### src/rtl/ram_arb_pkg.sv
// Shared definitions for the CPU/DMA RAM arbiter: FSM state encoding,
// port identifiers and the wait-counter width.
package ram_arb_pkg;

  typedef enum logic [1:0] {
    IDLE   = 2'd0,
    ACCESS = 2'd1,
    DONE   = 2'd2
  } state_t;

  localparam logic PORT_CPU = 1'b0;
  localparam logic PORT_DMA = 1'b1;
  localparam int   CNT_W    = 4;

endpackage

### src/rtl/ram_arb.sv
// Two-port (CPU/DMA) arbiter in front of a single-ported RAM with WAIT_CYCLES wait states.
// Optional macro RAM_ARB_RR_EN: simultaneous requests alternate by last grant instead of fixed DMA priority.
module ram_arb
  import ram_arb_pkg::*;
#(
  parameter int WAIT_CYCLES = 1,
  parameter int ADDR_W      = 22
) (
  input  logic              clk,
  input  logic              reset,
  input  logic              cpu_rd,
  input  logic              cpu_wr,
  input  logic [ADDR_W-1:0] cpu_addr,
  input  logic [15:0]       cpu_data_in,
  input  logic              cpu_byte_op,
  output logic [15:0]       cpu_data_out,
  output logic              cpu_ack,
  input  logic              dma_rd,
  input  logic              dma_wr,
  input  logic [ADDR_W-1:0] dma_addr,
  input  logic [15:0]       dma_data_in,
  input  logic              dma_byte_op,
  output logic [15:0]       dma_data_out,
  output logic              dma_ack,
  output logic [ADDR_W-1:0] ram_addr,
  output logic [15:0]       ram_data_out,
  output logic              ram_rd,
  output logic              ram_wr,
  output logic              ram_byte_op,
  input  logic [15:0]       ram_data_in,
  output state_t            dbg_state
);

  // Handshake: rd/wr are levels held by the requester until its ack; ack is a
  // one-cycle pulse in DONE on the served port only; rd+wr together means write.

  state_t           state, state_next;
  logic [CNT_W-1:0] cnt;
  logic             mask_vld, mask_port;
  logic             grant, acc_wr;
  logic             cpu_elig, dma_elig, win_port, win_wr, last_cycle;
`ifdef RAM_ARB_RR_EN
  logic             last_grant;
`endif

  always_comb begin
    cpu_elig   = (cpu_rd | cpu_wr) && !(mask_vld && mask_port == PORT_CPU);
    dma_elig   = (dma_rd | dma_wr) && !(mask_vld && mask_port == PORT_DMA);
`ifdef RAM_ARB_RR_EN
    if (cpu_elig && dma_elig) win_port = ~last_grant;
    else                      win_port = dma_elig ? PORT_DMA : PORT_CPU;
`else
    win_port   = dma_elig ? PORT_DMA : PORT_CPU;
`endif
    win_wr     = (win_port == PORT_DMA) ? dma_wr : cpu_wr;
    last_cycle = (cnt == CNT_W'(WAIT_CYCLES - 1));
    state_next = state;
    case (state)
      IDLE:    if (cpu_elig || dma_elig) state_next = ACCESS;
      ACCESS:  if (last_cycle) state_next = DONE;
      DONE:    state_next = IDLE;
      default: state_next = IDLE;
    endcase
  end

  always_ff @(posedge clk or negedge reset) begin
    if (!reset) state <= IDLE;
    else        state <= state_next;
  end

  always_ff @(posedge clk or negedge reset) begin
    if (!reset) begin
      cnt          <= '0;
      mask_vld     <= 1'b0;
      mask_port    <= PORT_CPU;
      grant        <= PORT_CPU;
      acc_wr       <= 1'b0;
      ram_addr     <= '0;
      ram_data_out <= '0;
      ram_byte_op  <= 1'b0;
      cpu_data_out <= '0;
      dma_data_out <= '0;
    end else begin
      // The served port sits out exactly the first IDLE cycle after its ack.
      mask_vld <= (state == DONE);
      case (state)
        IDLE: begin
          if (cpu_elig || dma_elig) begin
            cnt          <= '0;
            grant        <= win_port;
            acc_wr       <= win_wr;
            ram_addr     <= (win_port == PORT_DMA) ? dma_addr    : cpu_addr;
            ram_data_out <= (win_port == PORT_DMA) ? dma_data_in : cpu_data_in;
            ram_byte_op  <= (win_port == PORT_DMA) ? dma_byte_op : cpu_byte_op;
          end
        end
        ACCESS: begin
          if (last_cycle) begin
            cnt <= '0;
            if (!acc_wr) begin
              if (grant == PORT_DMA) dma_data_out <= ram_data_in;
              else                   cpu_data_out <= ram_data_in;
            end
          end else begin
            cnt <= cnt + CNT_W'(1);
          end
        end
        DONE:    mask_port <= grant;
        default: ;
      endcase
    end
  end

`ifdef RAM_ARB_RR_EN
  // Reset to CPU so the first contested grant goes to DMA.
  always_ff @(posedge clk or negedge reset) begin
    if (!reset)                                      last_grant <= PORT_CPU;
    else if (state == IDLE && (cpu_elig || dma_elig)) last_grant <= win_port;
  end
`endif

  assign ram_rd    = (state == ACCESS) && !acc_wr;
  assign ram_wr    = (state == ACCESS) &&  acc_wr;
  assign cpu_ack   = (state == DONE) && (grant == PORT_CPU);
  assign dma_ack   = (state == DONE) && (grant == PORT_DMA);
  assign dbg_state = state;

endmodule

### config.mk
export PLATFORM = sky130hd
export DESIGN_NAME = ram_arb
export DESIGN_NICKNAME = d
export VERILOG_FILES = /design/src/rtl/ram_arb_pkg.sv /design/src/rtl/ram_arb.sv
export SDC_FILE = /design/constraint.sdc
export NUM_CORES = 1
export LEC_CHECK = 0
export BUFFER_PORTS_ARGS = -buffer_cell sky130_fd_sc_hd__buf_2
export CELL_PAD_IN_SITES_DETAIL_PLACEMENT = 0
export CELL_PAD_IN_SITES_GLOBAL_PLACEMENT = 1
export CORE_UTILIZATION = 36
export CTS_CLUSTER_SIZE = 30
export DETAILED_ROUTE_END_ITERATION = 10
export PLACE_DENSITY_LB_ADDON = 0.12
export SLEW_MARGIN = 20
export SYNTH_ARGS = -nofsm -noshare
export SYNTH_HDL_FRONTEND = slang
export SYNTH_SLANG_ARGS = --single-unit
### constraint.sdc
create_clock -name clk -period 2.5 [get_ports clk]
set_clock_uncertainty 0.1 [all_clocks]
set_input_delay 0.125 -clock clk [delete_from_list [all_inputs] [get_ports clk]]
set_output_delay 0.125 -clock clk [all_outputs]
set_load 0.05 [all_outputs]
Word-level counts from Yosys, hierarchy flattened
Cells that the tools add are included.
{"block": "op_classes", "n_addsub": 1, "n_eq_ne": 4, "n_mux": 11, "n_bitwise": 5, "reduce_logical": 20}
{"op": "22-bit two-way mux", "count": 1}
{"op": "16-bit two-way mux", "count": 1}
{"op": "1-bit logical AND", "count": 8}
{"op": "4-bit two-way mux", "count": 2}
{"op": "4-bit one-hot mux with 2 select lines", "count": 1}
{"op": "4-bit AND reduction", "count": 2}
{"op": "2-bit AND reduction", "count": 3}
{"op": "4-bit by 1-bit adder with 4-bit output (second input constant)", "count": 1}
{"op": "4-bit logical NOT", "count": 1}
{"op": "2-bit two-way mux", "count": 2}
{"op": "2-bit inequality test (second input constant)", "count": 2}
{"op": "2-bit one-hot mux with 2 select lines", "count": 1}
{"op": "1-bit logical NOT", "count": 3}
{"op": "1-bit two-way mux", "count": 3}
{"op": "1-bit inverter", "count": 3}
{"op": "2-bit by 1-bit == test with 1-bit output (second input constant)", "count": 1}
{"op": "2-bit == test (second input constant)", "count": 1}
{"op": "2-bit logical NOT", "count": 1}
{"op": "1-bit OR", "count": 2}
{"op": "2-bit nonzero test", "count": 1}
{"op": "1-bit logical OR", "count": 1}
{"block": "word_totals", "regBits": 81, "word_cells": 52, "inputBits": 100}

Longest topological paths before layout
Gate-level depths: netlist (run 1).
{"block": "logic_depth", "depth_word": 7, "ltp_mapped": 8, "ltp_nobuf": 6}

Worst setup path before layout (run 1)
OpenSTA, ideal clock, no wires.
{"block": "synth_timing", "kind": "register to register", "start": "register state[1] (netlist: dbg_state[1])", "end": "register cpu_data_out[10]", "t_arrival_ns": 1.942, "stages_incl_launch_ff": 6, "t_required_ns": 2.275, "setup_time_ns": 0.125, "setup_slack_ns": 0.333, "cell_sequence": "dfrtp_1 > nand2b_1 > buf_2 > nor4_4 > buf_8 > mux2_4"}
{"block": "synth_between", "elab_chain_len": 2}
{"item": "from (decl)", "line_no": "ram_arb.sv:37", "text": "state_t state, state_next;"}
{"item": "from (signal assigned)", "line_no": "ram_arb.sv:68", "text": "else state <= state_next;"}
{"item": "2-bit by 1-bit == test with 1-bit output", "line_no": "ram_arb.sv:86", "text": "case (state)"}
{"item": "4-bit AND reduction (no source line)"}
{"item": "to (signal assigned)", "line_no": "ram_arb.sv:102", "text": "else cpu_data_out <= ram_data_in;"}
{"item": "to (decl)", "line_no": "ram_arb.sv:16", "text": "output logic [15:0] cpu_data_out,"}
No other way between the ends.
A chain may end at the register's enable or synchronous reset.

Final worst setup path (run 1)
{"block": "layout_timing", "start": "register cnt[0]", "end": "register dma_data_out[8]"}
{"block": "layout_between", "elab_chain_len": 2}
{"item": "from (decl)", "line_no": "ram_arb.sv:38", "text": "logic [CNT_W-1:0] cnt;"}
{"item": "from (signal assigned)", "line_no": "ram_arb.sv:105", "text": "cnt <= cnt + CNT_W'(1);"}
{"item": "4-bit logical NOT", "line_no": "ram_arb.sv:56", "text": "last_cycle = (cnt == CNT_W'(WAIT_CYCLES - 1));"}
{"item": "4-bit AND reduction (no source line)"}
{"item": "to (signal assigned)", "line_no": "ram_arb.sv:101", "text": "if (grant == PORT_DMA) dma_data_out <= ram_data_in;"}
{"item": "to (decl)", "line_no": "ram_arb.sv:23", "text": "output logic [15:0] dma_data_out,"}
No other way between the ends.

==> results of run 1 <==
[cells by family (layout without fill, tap and decap cells)]
kind of cell | count (synthesis) | count (layout) | share of synthesized area
multiplexers | 112 | 112 | 0.359
flip-flops | 81 | 81 | 0.544
AND/OR/NAND/NOR | 26 | 26 | 0.0433
buffers and inverters | 15 | 217 | 0.0242
AO/OA/AOI/OAI | 10 | 10 | 0.0225
adder cells (fa/ha/maj) | 2 | 2 | 0.00672
[critical path: cells and delay by family (launching register included)]
family	cells	cell delay, ps
multiplexers	1	410
adder cells (fa/ha/maj)	1	130
AND/OR/NAND/NOR	3	980
flip-flops	1	430
buffers and inverters	1	70
[per-layer routing]
metal / up-vias / global-route usage
li1: 1279 / -
met1: 1233 / 0.214
met2: 107 / 0.267
met3: 7 / 0.0573
met4: 0 / 0.0398
met5: - / 0
[how the worst min path moves through the flow]
stage	start	endpoint	slack [ps]
global placement	reset	ram_data_out[14]$_DFFE_PN0P_	20
floorplan	reset	acc_wr$_DFFE_PN0P_	-270
CTS	dma_addr[7]	ram_addr[7]$_DFFE_PN0P_	7
detailed placement	reset	ram_data_out[14]$_DFFE_PN0P_	20
global route	cpu_data_in[14]	ram_data_out[14]$_DFFE_PN0P_	8
finish	dma_addr[7]	ram_addr[7]$_DFFE_PN0P_	20
[stage by stage]
stage / setup slack [ps] / hold WS, ps / cells / util / area (µm²)
after global placement: 347 / 17.2 / 548 / 0.480 / 4760
after global routing: 156 / 7.75 / 581 / 0.515 / 5100
after CTS: 254 / 6.57 / 581 / 0.515 / 5100
final: 269 / 20.8 / 581 / 0.515 / 5100
after detailed placement: 265 / 17.7 / 548 / 0.480 / 4760
after floorplan: 333 / -271 / 246 / - / 3720
[registers in the layout (all words and copies together), names as in the netlist]
| name | count |
|---|---|
| cpu_data_out | 16 |
| cnt | 4 |
| ram_data_out | 16 |
| ram_addr | 22 |
| acc_wr | 1 |
| ram_byte_op | 1 |
| dma_data_out | 16 |
| mask_vld | 1 |
| grant | 1 |
| mask_port | 1 |
| dbg_state | 2 |
[cell usage after synthesis]
cell | instances | area (µm²)
nor2_1 | 3 | 11.3
buf_8 | 1 | 15.0
mux2_2 | 88 | 991
or3b_1 | 1 | 8.76
o31ai_4 | 1 | 21.3
ha_1 | 2 | 25.0
buf_2 | 6 | 30.0
nand4b_1 | 1 | 8.76
o22ai_1 | 1 | 6.26
a31oi_1 | 1 | 6.26
buf_6 | 2 | 22.5
mux2_4 | 20 | 300
a22o_1 | 1 | 8.76
nor4b_1 | 1 | 8.76
dfrtp_1 | 81 | 2030
mux2_1 | 4 | 45.0
nor4_4 | 1 | 21.3
nand3_1 | 1 | 5.00
o211ai_1 | 1 | 7.51
o221ai_1 | 1 | 8.76
nor2b_1 | 3 | 18.8
nand3b_1 | 1 | 7.51
o21ai_0 | 1 | 5.00
nand2_1 | 8 | 30.0
clkbuf_1 | 3 | 11.3
nand2_2 | 1 | 6.26
inv_1 | 3 | 11.3
nand2b_1 | 2 | 12.5
o31ai_1 | 2 | 15.0
nor3_2 | 1 | 10.0
and2_1 | 2 | 12.5
o21ai_1 | 1 | 5.00
[layout make-up]
| type | instances | area, µm² |
|---|---|---|
| clock buffer | 9 | 124 |
| clock inverter | 7 | 51.3 |
| fill | 905 | 4810 |
| inverter | 3 | 11.3 |
| multi-input combinational | 150 | 1620 |
| sequential | 81 | 2030 |
| tap | 133 | 166 |
| timing repair buffer | 198 | 1100 |
[what timing repair did]
action,CTS,global route
endpoints found under the setup margin,0,0
hold buffers,17,0
hold endpoints to repair,67,0
resized for setup,0,0
buffers inserted,0,0
==> impl_metrics.env, run 1 <==
export IMPL_cts_buffer_depth=2
export IMPL_drv_cap=0
export IMPL_cts_sinks=81
export IMPL_gp_congestion=0.713
export IMPL_setup_viol=0
export IMPL_via_per_inst=4.52
export IMPL_synth_avg_cell_area_um2=15.1
export IMPL_wl_met1_um=3820
export IMPL_path_max_fanout=16
export IMPL_clk_pin_slew_worst_paths_ps=80
export IMPL_worst_pin_slew_ps=495
export IMPL_cp_end_kind="flip-flop"
export IMPL_path_cells="inv_1, ha_1, or3b_1, nor3_2, nand2_2, mux2_4"
export IMPL_grt_pass1_wl_um=14000
export IMPL_cts_tree="yes"
export IMPL_reg2reg_depth=6
export IMPL_synthesis_nets=348
export IMPL_reg2reg_to="dma_data_out[8]$_DFFE_PN0P_"
export IMPL_die_h_um=104
export IMPL_htree_levels=3
export IMPL_dr_wl_met2_um=3820
export IMPL_grt_max_degree=47
export IMPL_coreArea_um2=9910
export IMPL_grt_pass1_vias=2720
export IMPL_finalSetupTns_ps=0
export IMPL_dr_pass1_iters=4
export IMPL_start_util=0.376
export IMPL_timing_slew_headroom=0.669
export IMPL_rsz0062_at_grt="false"
export IMPL_finalHoldViolCount=0
export IMPL_crit_start="cnt[0]$_DFFE_PN0P_"
export IMPL_final_common_cell="buf_2"
export IMPL_antenna_found_initial=0
export IMPL_die_w_um=104
export IMPL_grt_use_total=0.166
export IMPL_die_area_um2=10800
export IMPL_cp_start_kind="flip-flop"
export IMPL_cpPeakStageDelay_ps=480
export IMPL_drive_above_1_share=0.692
export IMPL_cp_endpoint="dma_data_out[8]$_DFFE_PN0P_"
export IMPL_root_buffer="clkbuf_8"
export IMPL_r2r_start="cnt[0]$_DFFE_PN0P_"
export IMPL_ys_types=32
export IMPL_yosys_warnings=0
export IMPL_drtIter0Drc=97
export IMPL_crit_type="flip-flop to flip-flop"
export IMPL_hold_class="input pin to flip-flop"
export IMPL_clock_latency_ps=350
export IMPL_ys_seq_area_frac=0.544
export IMPL_overflow=0
export IMPL_slew_violations=0
export IMPL_wl_met3_um=579
export IMPL_hpwlAfterDp_um=6010
export IMPL_cp_slowest_cell="or3b_1"
export IMPL_fmax_mhz=448
export IMPL_worstPathArrival_ps=2370
export IMPL_wl_um=8290
export IMPL_synth_seq_cells=81
export IMPL_routedWlPerCell_um=14.3
export IMPL_synthCells=246
export IMPL_numCtsBuffers=9
export IMPL_diodes=0
export IMPL_finalCritPeriodShare=0.893
export IMPL_io_pins=177
export IMPL_vias=2626
export IMPL_num_rows=36
export IMPL_status="finished clean"
export IMPL_holdPathStages=3
export IMPL_area_growth_pct=37.0
export IMPL_portBuffers=176
export IMPL_synth_area_um2=3720
export IMPL_r2r_slack_ps=270
export IMPL_remaining_drc_errors=0
export IMPL_layout_common_cells="buf_2 (175), mux2_2 (88), dfrtp_1 (81)"
export IMPL_highest_layer="met4"
export IMPL_fin_nets=545
export IMPL_crit_required_ps=2640
export IMPL_ant_nets=0
export IMPL_min_period_ps=2230
Power of run 1 is not shown: default switching activity piles up to over one toggle a cycle in this logic, so the estimate is an artifact.
==> run 2: changes to the inputs <==
--- a/config.mk
+++ b/config.mk
@@ -5,10 +5,11 @@
 export SDC_FILE = /design/constraint.sdc
 export NUM_CORES = 1
 export LEC_CHECK = 0
+export ABC_AREA = 1
 export BUFFER_PORTS_ARGS = -buffer_cell sky130_fd_sc_hd__buf_2
 export CELL_PAD_IN_SITES_DETAIL_PLACEMENT = 0
 export CELL_PAD_IN_SITES_GLOBAL_PLACEMENT = 1
-export CORE_UTILIZATION = 36
+export CORE_UTILIZATION = 33
 export CTS_CLUSTER_SIZE = 30
 export DETAILED_ROUTE_END_ITERATION = 10
 export PLACE_DENSITY_LB_ADDON = 0.12
==> run 2 against run 1 <==
The run now ends with DRC left. Sequential share of layout area shrank 4.9 points. Non-clock buffer count grew 51. Cell area grew 14%. First-iteration DRC count grew 110%. Via count grew 56%. Sequential cell count is the same. Critical path type unchanged. Largest cell class unchanged.
==> impl_metrics.env, run 2 <==
export IMPL_finalSetupTns_ps=0
export IMPL_drtIter0Drc=208
export IMPL_cp_top_family="buffers and inverters"
export IMPL_synthTopCellsByCount="nand2_1 (222), dfrtp_1 (81), nand3_1 (80)"
export IMPL_hold_class="input pin to flip-flop"
export IMPL_antenna_found_initial=0
export IMPL_portBuffers=176
export IMPL_synth_top_cells_by_area="dfrtp_1 (52%), nand2_1 (21%), nand3_1 (10%)"
export IMPL_worstPathArrival_ps=2260
export IMPL_cp_end_kind="flip-flop"
export IMPL_remaining_drc_errors=28
export IMPL_clock_latency_ps=340
export IMPL_synth_edff_count=0
export IMPL_synthCells=505
export IMPL_area_growth_pct=48.4
export IMPL_power_density_nw_per_um2=1470
export IMPL_worst_pin_slew_ps=757
export IMPL_holdCritStartpoint="dma_addr[9]"
export IMPL_final_common_cell="nand2_1"
export IMPL_via_per_inst=4.64
export IMPL_rsz0062_at_grt="false"
export IMPL_cts_sinks=81
export IMPL_synth_seq_cells=81
export IMPL_path_cells="nand2_1, buf_4, nand2_1, buf_4, nand2_1, nand2_1, dlygate4sd3_1, nand2_1, nand2_1"
export IMPL_clk_pin_slew_worst_paths_ps=60
export IMPL_coreArea_um2=11500
export IMPL_finalHoldViolCount=0
export IMPL_yosysMostFrequentCell="nand2_1"
export IMPL_holdBufCountCts=64
export IMPL_critPathBufInv=3
export IMPL_cts_resized=0
export IMPL_cts_setup_buffers=0
export IMPL_grt_pass1_wl_um=19800
export IMPL_htree_levels=3
export IMPL_dp_cells=803
export IMPL_grt_pass1_vias=4084
export IMPL_synth_avg_cell_area_um2=7.76
export IMPL_num_rows=39
export IMPL_wl_um=11600
export IMPL_drive_above_1_share=0.291
export IMPL_slew_violations=0
export IMPL_timing_slew_headroom=0.495
export IMPL_synth_area_um2=3920
export IMPL_cts_tree="yes"
export IMPL_routedWlPerCell_um=13.1
export IMPL_fin_nets=837
export IMPL_crit_start="mask_port$_DFFE_PN0P_"
export IMPL_gp_congestion=0.725
export IMPL_synth_top_area_cell="dfrtp_1"
export IMPL_layout_common_cells="nand2_1 (222), buf_2 (175), dfrtp_1 (81)"
export IMPL_crit_required_ps=2630
export IMPL_ant_nets=0
export IMPL_violations="DRC"
export IMPL_path_max_fanout=23
export IMPL_root_buffer="clkbuf_16"
export IMPL_synthesis_nets=607
export IMPL_yosys_warnings=0
export IMPL_vias=4095
export IMPL_largest_register_ffs=22
export IMPL_drv_cap=0
export IMPL_grt_max_degree=82
export IMPL_crit_type="flip-flop to flip-flop"
export IMPL_cts_buffer_depth=2
export IMPL_min_period_ps=2130
export IMPL_io_pins=177
export IMPL_finalCritPeriodShare=0.851
export IMPL_largest_register="ram_addr"
export IMPL_peakVddDrop_uv=725
export IMPL_start_util=0.340
export IMPL_r2r_slack_ps=370
export IMPL_path_common_cell="nand2_1"
export IMPL_dr_pass1_iters=10
export IMPL_cpPeakStageDelay_ps=550
export IMPL_cp_start_kind="flip-flop"
export IMPL_ys_types=26
export IMPL_grt_use_total=0.202
export IMPL_cp_slowest_cell="dlygate4sd3_1"
export IMPL_die_w_um=111
export IMPL_die_area_um2=12300
export IMPL_die_h_um=111
export IMPL_diodes=0
export IMPL_numCtsBuffers=9
export IMPL_hpwlAfterDp_um=7420
export IMPL_finalNonFillerCells=883
export IMPL_setup_viol=0
export IMPL_overflow=0
export IMPL_p_leak_nw=3.31
export IMPL_status="finished with violations"
export IMPL_fin_util=0.505
export IMPL_ys_seq_area_frac=0.517
export IMPL_synth_top_cell_area_share=0.517
export IMPL_r2r_start="mask_port$_DFFE_PN0P_"
export IMPL_synth_ff_type="dfrtp_1"
export IMPL_async_flop_share=1.00
export IMPL_fmax_mhz=470
-- run 2: cell count changes after synthesis, moves of 7 or more --
cell,change
buf_2,+7
nand2_1,+214
clkbuf_1,+7
mux2_4,-20
inv_1,+24
nand3_1,+79
o21ai_0,+25
mux2_2,-88
-- run 2: metrics by stage --
| stage | area, µm² | setup WS, ps | total power [mW] | hold slack, ps |
|---|---|---|---|---|
| after floorplan | 3920 | 527 | 6.06 | -271 |
| after CTS | 5810 | 390 | 8.61 | 0.552 |
| after global placement | 4890 | 727 | 7.18 | 247 |
| final | 5820 | 374 | 8.52 | 5.56 |
| after detailed placement | 4890 | 613 | 7.23 | 248 |
| after global routing | 5820 | 210 | 9.13 | 28.5 |
-- run 2: final cells by class --
type                    count  area (µm²)
repair buffers            249        1600
clock inverters             7        56.3
multi-input cells         365        1620
fillers                  1150        5700
inverters                  29         111
clock buffers               9         225
well taps                 143         179
flip-flops and latches     81        2030
-- run 2: per-layer routing --
layer / global-route usage / wire, µm
met1: 0.253 / 5110
met2: 0.335 / 5440
met3: 0.0443 / 743
met4: 0.0895 / 285
met5: 0 / 0
-- run 2: cells by family (layout without fill, tap and decap cells) --
| family | count (synthesis) | in the layout | synth area share |
|---|---|---|---|
| DFF | 81 | 81 | 0.517 |
| AOI/OAI and AO/OA | 35 | 35 | 0.0453 |
| xor gates and xnor gates | 1 | 1 | 0.00223 |
| buffers and inverters | 59 | 294 | 0.0689 |
| and+or+nand+nor | 327 | 327 | 0.360 |
| adders and majority gates | 2 | 2 | 0.00638 |
-- run 2: worst paths after layout --
check,endpoint,cells after the start
worst max-delay path,ram_data_out[3]$_DFFE_PN0P_,9
worst min-delay path,ram_addr[9]$_DFFE_PN0P_,5
worst max register to register,ram_data_out[3]$_DFFE_PN0P_,9
worst min register to register,dma_data_out[8]$_DFFE_PN0P_,2
max in group asynchronous,ram_addr[5]$_DFFE_PN0P_,2
min in group asynchronous,ram_addr[21]$_DFFE_PN0P_,2
-- run 2: power breakdown --
part / switching [mW] / internal (mW)
sequential: 0.317 / 1.95
combinational: 3.83 / 1.19
clock: 0.560 / 0.679
-- run 2: tightest hold or removal path: stages --
cell	delay (ps)
buf_2	70
nand3_1	60
nand2_1	60
nand2_1	40
nand2_1	50
(Power assumes the default switching activity.)
